<file path="src/rtl/regfile_wb_scheduler_pkg.sv">
// +--------------------------------------------------------------------+
// | regfile_sched_pkg : shared sizes and types for the writeback sched |
// | Rev 1.0                                                            |
// +--------------------------------------------------------------------+
`default_nettype none

package regfile_sched_pkg;
    localparam int XLEN         = 64;
    localparam int NREG         = 32;
    localparam int REG_AW       = 5;
    localparam int STARVE_LIMIT = 4;

    typedef logic [REG_AW-1:0] reg_idx_t;
    typedef logic [XLEN-1:0]   xdata_t;
endpackage

`default_nettype wire

</file>
<file path="src/rtl/regfile_wb_scheduler_scoreboard.sv">
// +--------------------------------------------------------------------+
// | wb_scoreboard : busy bits of long-latency destinations + hazards   |
// | Rev 1.0                                                            |
// +--------------------------------------------------------------------+
`default_nettype none

module wb_scoreboard
    import regfile_sched_pkg::*;
#(
    parameter int NUM_REGS = 32
) (
    input  logic                clk,
    input  logic                rst_n,
    input  logic                iss_valid_i,
    input  logic                iss_long_i,
    input  reg_idx_t            iss_rd_i,
    input  reg_idx_t            iss_rs1_i,
    input  reg_idx_t            iss_rs2_i,
    input  logic                clr_en_i,
    input  reg_idx_t            clr_idx_i,
    output logic                iss_stall_o,
    output logic [NUM_REGS-1:0] busy_o
);

    logic [NUM_REGS-1:0] busy_q;
    logic [NUM_REGS-1:0] busy_d;
    logic                w_hazard;
    logic                w_set_en;

    assign w_hazard    = busy_q[iss_rs1_i] | busy_q[iss_rs2_i] | busy_q[iss_rd_i];
    assign iss_stall_o = iss_valid_i & w_hazard;
    assign w_set_en    = iss_valid_i & ~iss_stall_o & iss_long_i & (iss_rd_i != '0);
    assign busy_o      = busy_q;

    // Set applied after clear: the issuing instruction is the newer owner.
    always_comb begin
        busy_d = busy_q;
        if (clr_en_i) busy_d[clr_idx_i] = 1'b0;
        if (w_set_en) busy_d[iss_rd_i]  = 1'b1;
        busy_d[0] = 1'b0;
    end

    always_ff @(posedge clk or negedge rst_n) begin
        if (!rst_n) busy_q <= '0;
        else        busy_q <= busy_d;
    end

endmodule

`default_nettype wire

</file>
<file path="src/rtl/regfile_wb_scheduler.sv">
// +--------------------------------------------------------------------+
// | regfile_wb_scheduler : write-port arbiter, starve guard, scoreboard |
// | Rev 1.0                                                            |
// +--------------------------------------------------------------------+
`default_nettype none

module regfile_wb_scheduler #(
    parameter int XLEN         = regfile_sched_pkg::XLEN,
    parameter int NREG         = regfile_sched_pkg::NREG,
    parameter int STARVE_LIMIT = regfile_sched_pkg::STARVE_LIMIT
) (
    input  logic                        clk,
    input  logic                        reset,
    input  logic                        a_valid,
    output logic                        a_ready,
    input  regfile_sched_pkg::reg_idx_t a_rd,
    input  logic [XLEN-1:0]             a_data,
    input  logic                        b_valid,
    output logic                        b_ready,
    input  regfile_sched_pkg::reg_idx_t b_rd,
    input  logic [XLEN-1:0]             b_data,
    input  logic                        iss_valid,
    input  logic                        iss_long,
    input  regfile_sched_pkg::reg_idx_t iss_rd,
    input  regfile_sched_pkg::reg_idx_t iss_rs1,
    input  regfile_sched_pkg::reg_idx_t iss_rs2,
    output logic                        iss_stall,
    output logic                        RegWrite,
    output regfile_sched_pkg::reg_idx_t RD,
    output logic [XLEN-1:0]             WriteData,
    output logic [NREG-1:0]             busy_vec
);

    localparam int c_STARVE_W = $clog2(STARVE_LIMIT + 1);
    localparam logic [c_STARVE_W-1:0] c_STARVE_MAX = c_STARVE_W'(STARVE_LIMIT);

    logic [c_STARVE_W-1:0]       starve_cnt_q, starve_cnt_d;
    logic                        regwrite_q, regwrite_d;
    regfile_sched_pkg::reg_idx_t rd_q, rd_d;
    logic [XLEN-1:0]             wdata_q, wdata_d;

    logic w_force_b;
    logic w_a_hs;
    logic w_b_hs;
    logic w_sb_stall;

    // Ready outputs are gated by reset so nothing handshakes while it is held.
    assign w_force_b = b_valid & (starve_cnt_q == c_STARVE_MAX);
    assign a_ready   = reset & ~w_force_b;
    assign b_ready   = reset & b_valid & (~a_valid | w_force_b);
    assign w_a_hs    = a_valid & a_ready;
    assign w_b_hs    = b_valid & b_ready;
    assign iss_stall = ~reset | w_sb_stall;

    always_comb begin
        starve_cnt_d = starve_cnt_q;
        if (!b_valid || w_b_hs)             starve_cnt_d = '0;
        else if (starve_cnt_q != c_STARVE_MAX) starve_cnt_d = starve_cnt_q + 1'b1;
    end

    always_comb begin
        regwrite_d = 1'b0;
        rd_d       = rd_q;
        wdata_d    = wdata_q;
        if (w_a_hs) begin
            regwrite_d = (a_rd != '0);
            rd_d       = a_rd;
            wdata_d    = a_data;
        end else if (w_b_hs) begin
            regwrite_d = (b_rd != '0);
            rd_d       = b_rd;
            wdata_d    = b_data;
        end
    end

    always_ff @(posedge clk or negedge reset) begin
        if (!reset) begin
            starve_cnt_q <= '0;
            regwrite_q   <= 1'b0;
            rd_q         <= '0;
            wdata_q      <= '0;
        end else begin
            starve_cnt_q <= starve_cnt_d;
            regwrite_q   <= regwrite_d;
            rd_q         <= rd_d;
            wdata_q      <= wdata_d;
        end
    end

    assign RegWrite  = regwrite_q;
    assign RD        = rd_q;
    assign WriteData = wdata_q;

    wb_scoreboard #(
        .NUM_REGS (NREG)
    ) u_scoreboard (
        .clk         (clk),
        .rst_n       (reset),
        .iss_valid_i (iss_valid),
        .iss_long_i  (iss_long),
        .iss_rd_i    (iss_rd),
        .iss_rs1_i   (iss_rs1),
        .iss_rs2_i   (iss_rs2),
        .clr_en_i    (w_b_hs),
        .clr_idx_i   (b_rd),
        .iss_stall_o (w_sb_stall),
        .busy_o      (busy_vec)
    );

endmodule

`default_nettype wire
</file>
<file path="config.mk">
export PLATFORM = sky130hd
export DESIGN_NAME = regfile_wb_scheduler
export DESIGN_NICKNAME = d
export VERILOG_FILES = /design/src/rtl/regfile_wb_scheduler_pkg.sv /design/src/rtl/regfile_wb_scheduler_scoreboard.sv /design/src/rtl/regfile_wb_scheduler.sv
export SDC_FILE = /design/constraint.sdc
export NUM_CORES = 1
export LEC_CHECK = 0
export BUFFER_PORTS_ARGS = -buffer_cell sky130_fd_sc_hd__buf_2
export CAP_MARGIN = 40
export CORE_MARGIN = 3
export CORE_UTILIZATION = 41
export CTS_CLUSTER_SIZE = 12
export DETAILED_ROUTE_END_ITERATION = 7
export MAX_ROUTING_LAYER = met4
export PLACE_DENSITY = 0.77
export REMOVE_ABC_BUFFERS = 1
export SYNTH_ARGS = -nofsm -noshare
export SYNTH_HDL_FRONTEND = slang
export SYNTH_SLANG_ARGS = --single-unit
</file>
<file path="constraint.sdc">
create_clock -name clk -period 3.2 [get_ports clk]
set_clock_uncertainty 0.15 [all_clocks]
set_input_delay 0.32 -clock clk [delete_from_list [all_inputs] [get_ports clk]]
set_output_delay 0.32 -clock clk [all_outputs]
set_load 0.02 [all_outputs]
</file>
After elaboration in Yosys (flattened, before gate mapping)
Index checks and enable logic that the tools add are counted. Widths: inputs -> output; s select.

$add $sub $neg: 1. Order comparisons: 6. Equal/unequal tests: 2. Mux-type cells: 20. Bitwise operators: 21. Reductions and logical operators: 9.

Operators by type and width (number): $mux 64 (2); $mux 32 (2); $and 32x32->32 (1); $not 32->32 (1); $or 32x32->32 (1); $lt 5x6->1 const B (4); $bmux 1 s5 (3); $reduce_bool 5->1 (3); $and 1x1->1 (10); $demux 1 s5 (2); $ge 5x1->1 const B (2); $mux 5 (2); $mux 1 (7); $mux 3 (2); $not 1->1 (4); $or 1x1->1 (4); $reduce_bool 2->1 (2); $add 3x1->3 const B (1); $eq 3x3->1 const B (1); $ne 3x3->1 const B (1); $logic_and 1x1->1 (2); $logic_not 1->1 (1); $logic_or 1x1->1 (1).

Flip-flop bits (word level): 104. Bits of input ports: 159. Output and inout port bits: 105. Logic and storage cells: 64.

Depth between registers and ports, before layout
Depth after elaboration: 10. Mapped depth: 10. Depth with buffers taken out: 7.

Cells and area by module
A second synthesis with hierarchy kept.

Cell total of the unflattened synthesis: 638. Area, all modules: 6421.2 µm².

Modules (own cells, without submodules): regfile_wb_scheduler (instances 1, cells each 364, area an instance 3833.7 µm², seq. area each 1826.8 µm²); wb_scoreboard (instances 1, cells each 274, area an instance 2587.5 µm², seq. area each 775.7 µm²).

Least setup slack after synthesis
No wires, ideal clock.

Kind: input to output. From: input iss_rs2[0]. To: output iss_stall. Arrival: 2.695 ns. Data required time: 2.730 ns. Setup slack: 0.035 ns. Stages: 9. Path buffers: 3. Cells stage by stage: clkbuf_1 -> mux4_2 -> nor2b_1 -> nor4_1 -> or4_1 -> or4_1 -> buf_2 -> buf_6 -> a21bo_2.

Cells in the longest elaborated chain, start to end: 6.

Ends and longest elaborated chain: from (decl) (line regfile_wb_scheduler.sv:26) `input regfile_sched_pkg::reg_idx_t iss_rs2,`; $bmux 1 s5 (line regfile_wb_scheduler_scoreboard.sv:30) `assign w_hazard = busy_q[iss_rs1_i] | busy_q[iss_rs2_i] | busy_q[iss_rd_i];`; $mux 1 (not written as such) (line regfile_wb_scheduler_scoreboard.sv:30); $or 1x1->1 (2 in a row) (line regfile_wb_scheduler_scoreboard.sv:30); $and 1x1->1 (line regfile_wb_scheduler_scoreboard.sv:31) `assign iss_stall_o = iss_valid_i & w_hazard;`; $or 1x1->1 (line regfile_wb_scheduler.sv:53) `assign iss_stall = ~reset | w_sb_stall;`; to (decl) (line regfile_wb_scheduler.sv:27) `output logic iss_stall,`.

Every way passes these cells. The select of a mux whose other input is x is not followed.

Worst setup path after layout
From: register u_scoreboard.busy_q[3] (netlist: u_scoreboard.busy_o[3]). To: output iss_stall.

Cells in the longest elaborated chain, start to end: 6. Elaborated cells between the ends (all ways): 10. Those cells by class: 6 x mux; 4 x bitwise.

Ends and longest elaborated chain: from (decl) (line regfile_wb_scheduler_scoreboard.sv:25) `logic [NUM_REGS-1:0] busy_q;`; from (signal assigned) (line regfile_wb_scheduler_scoreboard.sv:45) `else busy_q <= busy_d;`; $bmux 1 s5 (line regfile_wb_scheduler_scoreboard.sv:30); $mux 1 (not written as such) (line regfile_wb_scheduler_scoreboard.sv:30); $or 1x1->1 (line regfile_wb_scheduler_scoreboard.sv:30); $or 1x1->1 (*) (line regfile_wb_scheduler_scoreboard.sv:30); $and 1x1->1 (*) (line regfile_wb_scheduler_scoreboard.sv:31); $or 1x1->1 (*) (line regfile_wb_scheduler.sv:53).

Mark *: on every way between the ends. The rest lies on a longest branch, timed or not. The select of a mux whose other input is x is not followed.

==> metrics <==
status complete, but fails checks; failing checks negative setup slack; CP startpoint kind flip-flop; Crit Path Category flip-flop to output pin; placed cells just under 1000; main flop type after synthesis dfrtp_1; Hold Path Class input pin to flip-flop; Post-Syn Area ~0.0055 mm^2; Slew headroom 0.574; CP Capture Point iss_stall; endpoints failing setup 1; RR Startpoint u_scoreboard.busy_o[3]; Clock transition at path regs roughly 0.070 ns; Layout Cells excl Fill 997; I/O Buffers ~260; die width 121 um; initial antenna violation count 5; ys async rst share 1.00; vias in the first global route 5505; GRT Util Overall 0.259; share of layout cells above drive strength 1 0.407; syn avg cell area about 9.8 um^2; Starting Density 0.426; TritonCTS buffer count 9; H-tree level count 3; Synth area leaders dfrtp_1 48%, nand2_1 9.8%, a22oi_1 9.1%; Final Total Pwr between 3 and 4 mW; Rows between 40 and 50; register-to-register setup slack around 0.18 ns; Die Height roughly 120 um; clock sinks about 100; number of synthesized flops with an enable pin 0; CTS tree built; fmax just over 300 MHz; Vias/cell approximately 5.6; top-level I/O count roughly 260; RSZ-0062 raised after global routing true; Register Area ~0.0026 mm^2; multi-input logic area 0.00266 mm^2; CTS Root Cell clkbuf_16; critical path peak fanout 2; cells after synthesis 559; grt total ovfl 0; CP Launch Point u_scoreboard.busy_o[3]; Unique masters post-synth 47; Max-cap violations 0; P per Cell Area 515 mW/mm^2; Data required, critical path between 2 and 3 ns; CP arrival approximately 2.8 ns; clk buf depth 2; 1st-pass router iterations 5; P_leak 3.80 nW; Synth top area share 0.476; Core Region 0.0128 mm^2; setup ws final -0.0286 ns; max-slew violation count 0; Reg2Reg Depth 7; vias post-DR around 5600; Layout Nets 976; register area share after synthesis 0.476; first-pass GRT wire length ~29 mm; Yosys reg bits 104; final setup TNS -0.0286 ns; post-route minimum period between 3 and 4 ns; period utilization 1.01; peak supply drop between 0.2 and 0.3 mV; Area Overhead vs Synth 34.9%; drt wl/cell 19.0 um; initial DRC count between 500 and 600; Yosys Warn Count 0; final RePlAce weighted congestion 0.921; Total Wirelength 19.0 mm; Die ar. around 0.015 mm^2; crit end category output pin; DRC viols 0; Hold Vio Cnt, Final 0; Fillers approximately 1200; detailed placement HPWL 14.0 mm; cell taking the most area after synthesis dfrtp_1; measured slew at the worst slew-check pin 0.639 ns; antenna violation net count after detailed routing 0; Worst R2R End u_scoreboard.busy_o[29]; clock insertion delay at the later pin of the skew report 0.34 ns; largest net degree at the start of global routing between 70 and 80
==> state kept, by name, indices dropped and copies added (netlist names) <==
signal and cells:
WriteData 64, u_scoreboard.busy_o 31, RD 5, starve_cnt_q 3, RegWrite 1
==> power breakdown <==
| group | internal [mW] | total, mW | switching (mW) |
|---|---|---|---|
| sequential | 1.49 | 1.61 | 0.123 |
| combinational | 0.403 | 1.05 | 0.648 |
| clock | 0.635 | 1.13 | 0.500 |
==> cells in the final DEF (no fill, tap or decap), types with 4 or more instances in the layout <==
cell type,netlist,final
a22oi_1,66,66
nand3_1,9,9
nand2b_1,4,4
buf_2,4,260
or3b_2,6,6
o21ai_0,38,38
nor2_1,8,7
clkbuf_16,0,9
diode_2,0,5
mux2i_1,22,22
dfrtp_1,104,104
nor2b_1,8,8
o41ai_2,6,6
buf_4,1,27
nand2_1,143,143
inv_1,5,5
o31ai_1,26,26
mux4_2,10,10
nand3b_1,11,11
==> synth_stat cells, types with 4 or more instances <==
master and n:
nand2_1 143, dfrtp_1 104, a22oi_1 66, o21ai_0 38, clkbuf_1 35, o31ai_1 26, mux2i_1 22, nand3b_1 11
mux4_2 10, nand3_1 9, nor2_1 8, nor2b_1 8, o41ai_2 6, or3b_2 6, inv_1 5, buf_2 4
buf_6 4, nand2b_1 4
==> metrics by stage <==
step           setup WS, ns  area, um^2  hold slack (ns)  utilization
2_1_floorplan         -3.73        5260           -0.126            -
3_3_place_gp         0.0326        7010           0.0494        0.547
3_5_place_dp        -0.0302        7010           0.0536        0.547
4_1_cts            0.000666        7360           0.0239        0.574
5_1_grt             -0.0900        7380           0.0255        0.575
6_report            -0.0286        7380           0.0351        0.575
==> how the worst min path moves through the flow <==
stage	start	end	depth (start not counted)
2_1_floorplan	reset	RD[0]	0
3_3_place_gp	reset	starve_cnt_q[1]	1
3_5_place_dp	reset	starve_cnt_q[1]	1
4_1_cts	a_data[31]	WriteData[31]	3
5_1_grt	a_data[4]	WriteData[4]	3
6_report	a_data[31]	WriteData[31]	3
==> per-layer routing <==
layer	wire [um]	share of wire	GRT usage
met5	0	0	-
met4	472	0.025	0.0896
met3	1810	0.095	0.0713
met2	9260	0.49	0.409
met1	7450	0.39	0.323
==> cell families (layout without fill, tap and decap cells) <==
kind of cell               count (synthesis)  after routing  share of synthesized area
other                                      1              6                   0.000686
buffers and inverters                     51            312                     0.0423
DFF                                      104            104                      0.476
AOI/OAI and AO/OA                        157            157                      0.210
muxes                                     36             36                     0.0924
and+or+nand+nor                          208            208                      0.174
adders and majority gates                  2              2                    0.00458
==> cell type report <==
class / instances / area share
Timing Repair Buffer: 291 / 0.212
Antenna cell: 5 / 0.00170
Multi-Input combinational cell: 404 / 0.360
Clock buffer: 11 / 0.0329
Tap cell: 172 / 0.0292
Inverter: 5 / 0.00254
Sequential cell: 104 / 0.353
Clock inverter: 5 / 0.00848
==> critical path, stage by stage (launching register included) <==
cell and delay (ns):
dfrtp_1 0.42, mux4_2 0.47, nor2b_1 0.14, nor4_1 0.06, or4_1 0.53, or4_4 0.45, a21bo_2 0.21, buf_6 0.12
==> what timing repair did <==
action | 4_1_cts | 5_1_grt
hold endpoints to repair | 13 | 0
pin swaps | 3 | 0
setup buffers | 4 | 0
gates cloned | 0 | 0
resized for setup | 3 | 1
endpoints found under the setup margin | 1 | 1
hold buffers | 1 | 0
(Power assumes the default switching activity.)
